<file path="src/rtl/decoder_3to8.sv">
// 3-to-8 line decoder with active-high enable.
// Select code is {A,B,C} with A as MSB; output line Yk is active when the
// code equals k and en is high. Outputs are optionally registered (1-cycle
// latency, async active-low reset) and optionally active-low.
module decoder_3to8 #(
  parameter logic REGISTER_OUT   = 1'b1,
  parameter logic ACTIVE_LOW_OUT = 1'b0
) (
  input  logic clk,
  input  logic rst_n,
  input  logic A,
  input  logic B,
  input  logic C,
  input  logic en,
  output logic Y7,
  output logic Y6,
  output logic Y5,
  output logic Y4,
  output logic Y3,
  output logic Y2,
  output logic Y1,
  output logic Y0
);

  // Value presented on every line when disabled or in reset.
  localparam logic [7:0] INACTIVE_VEC = {8{ACTIVE_LOW_OUT}};

  // One-hot decode of a 3-bit select, gated by enable (active-high form).
  function automatic logic [7:0] decode_f(input logic [2:0] sel, input logic enable);
    logic [7:0] onehot;
    case (sel)
      3'd0:    onehot = 8'b0000_0001;
      3'd1:    onehot = 8'b0000_0010;
      3'd2:    onehot = 8'b0000_0100;
      3'd3:    onehot = 8'b0000_1000;
      3'd4:    onehot = 8'b0001_0000;
      3'd5:    onehot = 8'b0010_0000;
      3'd6:    onehot = 8'b0100_0000;
      3'd7:    onehot = 8'b1000_0000;
      default: onehot = 8'b0000_0000;
    endcase
    if (enable) begin
      decode_f = onehot;
    end else begin
      decode_f = 8'b0000_0000;
    end
  endfunction

  logic [2:0] sel_s;
  logic [7:0] y_d;
  logic [7:0] y_out_s;

  assign sel_s = {A, B, C};

  // Next output vector: decoded lines, inverted when outputs are active-low.
  always_comb begin
    y_d = 8'b0000_0000;
    y_d = decode_f(sel_s, en) ^ INACTIVE_VEC;
  end

  generate
    if (REGISTER_OUT == 1'b1) begin : g_reg
      logic [7:0] y_q;

      // Capture the decoded vector each rising edge; reset forces inactive lines.
      always_ff @(posedge clk or negedge rst_n) begin
        if (!rst_n) begin
          y_q <= INACTIVE_VEC;
        end else begin
          y_q <= y_d;
        end
      end

      assign y_out_s = y_q;
    end else begin : g_comb
      // Clock and reset have no role in the purely combinational variant.
      logic unused_clk_rst_s;
      assign unused_clk_rst_s = clk ^ rst_n;
      assign y_out_s = y_d;
    end
  endgenerate

  assign {Y7, Y6, Y5, Y4, Y3, Y2, Y1, Y0} = y_out_s;

endmodule

</file>
<file path="config.mk">
export PLATFORM = sky130hd
export DESIGN_NAME = decoder_3to8
export DESIGN_NICKNAME = d
export VERILOG_FILES = /design/src/rtl/decoder_3to8.sv
export SDC_FILE = /design/constraint.sdc
export NUM_CORES = 1
export LEC_CHECK = 0
export ABC_CLOCK_PERIOD_IN_PS = 800
export CAP_MARGIN = 20
export CORE_AREA = 5 5 42 44
export DETAILED_ROUTE_END_ITERATION = 8
export DIE_AREA = 0 0 47 49
export GPL_TIMING_DRIVEN = 0
export SYNTH_ARGS = -nofsm -noshare
export SYNTH_HDL_FRONTEND = slang
export SYNTH_SLANG_ARGS = --single-unit
</file>
<file path="constraint.sdc">
create_clock -name clk -period 0.8 [get_ports clk]
set_input_delay 0.16 -clock clk [delete_from_list [all_inputs] [get_ports clk]]
set_output_delay 0.16 -clock clk [all_outputs]
set_load 0.1 [all_outputs]
</file>
# Word-level counts from Yosys, hierarchy flattened
# Memories as Yosys holds them, arrays and structs flattened.
# Cells that the tools add are included.
[totals]
input_bits = 6
mem_bits_ro = 64
latch_bits = 0
word_cells = 3
reg_bits = 8
out_inout_bits = 8
memories = 1
mem_bits_rw = 0
[classes]
eq_ne = 0
bitwise = 0
n_div = 0
muxes = 1
n_mul = 0
shifts = 0
addsub = 0
n_lt_le_gt_ge = 0
n_reduce_logical = 0
[memory_table]
columns = ["name", "words", "width", "rd", "rd_clocked_by_memory_dff", "write_ports", "line_no", "source"]
rows = [
  ["(name not given)", 8, 8, 1, 0, 0, "31", "case (sel)"],
]
[op_table]
columns = ["op", "n"]
rows = [
  ["$mux 8", 1],
]

# Depth between registers and ports, before layout
# An unclocked memory read counts as a cell.
[logic_depth]
depth_word = 2
mapped_depth = 1
mapped_depth_nobuf = 1

# Worst setup path after synthesis
# No wires, ideal clock.
[synth_path]
kind = "register to output"
startpoint = "register g_reg.y_q[0]"
endpoint = "output port Y0"
n_path_buf = 0
path_stages_with_launch = 1
path_slack_ps = -243
arrival_ps = 883
path_cell_list = "dfrtp_1"
[synth_lines]
columns = ["element", "line_no", "source"]
rows = [
  ["from (decl)", "63", "logic [7:0] y_q;"],
  ["from (signal assigned)", "70", "y_q <= y_d;"],
  ["to (decl)", "22", "output logic Y0"],
]
# No word-level cell between the ends.

# Final worst setup path
[layout_path]
startpoint = "register g_reg.y_q[1]"
endpoint = "output port Y1"
[layout_lines]
columns = ["element", "line_no", "source"]
rows = [
  ["to (decl)", "21", "output logic Y1,"],
]
# No word-level cell between the ends.

==> results.yml <==
status:
  outcome: "finished, violations left"
  violations: "setup timing"
worst_setup_path:
  critPathLaunch: "g_reg.y_q[1]"
  critPathBufInv: 1
  crit_path_end_kind: "primary output"
  critPathMaxFanout: 1
  startpoint_type: "register"
  path_cells: "buf_12"
  cp_top_family: "flip-flops"
  crit_type: "reg -> out"
  required_ns: 0.64
  slowest_delay_ns: 0.48
  cp.arrival_ns: 0.90
  critPathSlowestCell: "dfrtp_4"
timing:
  whs_ns: 0.187
  worstMarginPinSlew_ns: 0.350
  finalSetupViolCount: 8
  finalHoldViolations: 0
  rsz0062_at_grt: "true"
  fin_ws_ns: -0.260
  maxSlewHeadroom: 0.766
  drv_slew: 0
  max_freq_mhz: 943
  period_minus_slack_ns: 1.06
  period_share: 1.33
clock_network:
  clockBufferDepth: 2
  htreeDepth: 1
  cts_root_buf: "clkbuf_4"
  clkSlewWorstSetupHoldPaths_ns: 0.05
  cts.sinks: 8
  cts_buffers: 3
  cts_tree: "built"
  holdBufCountCts: 0
layout:
  n_antenna_cell: 0
  layout.cells.non_filler: 48
  area_growth_syn_to_layout_pct: 93.7
  top_register: "g_reg.y_q"
  finalNetCount: 40
  fill_cells: 146
  largest_reg_flops: 8
  largestRegisters: "g_reg.y_q (8)"
  layout-drive-gt1-share: 0.844
  fin_util: 0.410
die:
  initial_core_util: 0.212
  ioPinCount: 14
  dieArea_mm2: 0.00230
  die_w_um: 47
  coreArea_mm2: 0.00140
  die_h_um: 49
  row_count: 14
drt:
  routedWlPerCell_um: 12.3
  drc: 0
  ant_nets: 0
  drt_wl_total_um: 589
  viasPerCell: 4.21
  first_pass_iters: 2
  drtIter0Drc: 2
  vias: 202
synthesis:
  ys_ff_latch: 8
  syn_inst: 16
  yosys.area.top_type: "dfrtp_1"
  synth.cell_area_um2: 297
  synth_cell_type_count: 5
  yosysMostFrequentCell: "dfrtp_1"
  synth_warnings: 0
  synth_flop_cell: "dfrtp_1"
  avgSynthCellArea_um2: 18.5
  synth_edf_count: 0
  ys_seq_area_frac: 0.675
  synthTopCellsByArea: "dfrtp_1 (68%), and4bb_2 (13%), and4b_2 (11%)"
  synthTopCellsByCount: "dfrtp_1 (8), and4b_2 (3), and4bb_2 (3)"
  async_reset_ff_frac: 1.00
  synth_top_cell_area_share: 0.675
  syn-num-nets: 22
grt:
  grt_overflow: 0
  grt_use_total: 0.0704
  grt_use_met2: 0.0792
  use_met3: 0.0554
  grt_pass1_vias: 224
  grt_max_degree: 9
  top_usage_layer: "met1"
  antenna_found_initial: 0
  grtUsageMet1: 0.0839
  grt_pass1_wl_mm: 1.08
min_path:
  hp-class: "in -> async"
place:
  place_ws_ns: -0.871
  io_buffers: 13
  placedCellCount: 45
  place_hpwl_um: 451
  gp_congestion: 0.690
power:
  pwr-share-comb: 0.197
  p_clk_frac: 0.324
  p_int_uw: 660
  power_frac_seq: 0.478
  power_density_mw_per_mm2: 1570
  ir_drop_v: 0.000671
  p_leak_uw: 0.000233
  p_sw_frac: 0.266
  switchingPower_uw: 240
  total_power_uw: 900
flow_run:
  drv_cap: 0
[metrics by stage]
stage | setup TNS, ns | instance area [um^2]
after detailed placement | -9.43 | 477
after CTS | -2.12 | 574
after global routing | -2.29 | 574
after floorplan | 0 | 327
final | -2.01 | 574
after global placement | -9.27 | 477
[metal layers]
| layer | wire, um | up-vias |
|---|---|---|
| met3 | 97 | 0 |
| li1 | - | 97 |
| met5 | 0 | - |
| met4 | 0 | 0 |
| met1 | 243 | 92 |
| met2 | 248 | 13 |
[area by class of cell]
class,instances,area (um^2),share of cell area
multi-input combinational,8,96.3,0.168
timing repair buffer,13,205,0.357
tap,16,20.0,0.0349
clock buffer,3,22.5,0.0392
sequential,8,230,0.401
[path summary, 6_finish.rpt]
kind                                 to  slack, ns  cells past startpoint
max in group asynchronous  g_reg.y_q[4]       0.32                      1
hold / removal             g_reg.y_q[3]       0.19                      1
setup / recovery                     Y1      -0.26                      1
min in group clk           g_reg.y_q[0]       0.34                      2
[power groups by stage]
| stage | registers, uW | logic, uW | clock network, uW |
|---|---|---|---|
| global placement | 432 | 161 | 0 |
| CTS | 430 | 179 | 313 |
| finish | 431 | 177 | 292 |
| detailed placement | 433 | 163 | 0 |
| floorplan | 511 | 15.7 | 0 |
| global route | 431 | 186 | 343 |
[cells in the final DEF, fill, tap and decap left out]
cell type / synthesis / final
dfrtp_4: 0 / 8
and4b_2: 3 / 3
clkbuf_4: 0 / 3
and4_2: 1 / 1
clkdlybuf4s50_1: 0 / 1
nor4b_2: 1 / 1
dlygate4sd2_1: 0 / 4
buf_12: 0 / 8
and4bb_2: 3 / 3
[cell families after synthesis]
logic type / after synthesis / synth area share
flip-flops: 8 / 0.675
AND/OR/NAND/NOR: 8 / 0.325
[timing repair]
item	4_1_cts	5_1_grt
buffers inserted	0	0
setup endpoints to repair	16	8
gates resized for setup	76	0
Power figures use the tool's default switching activity.
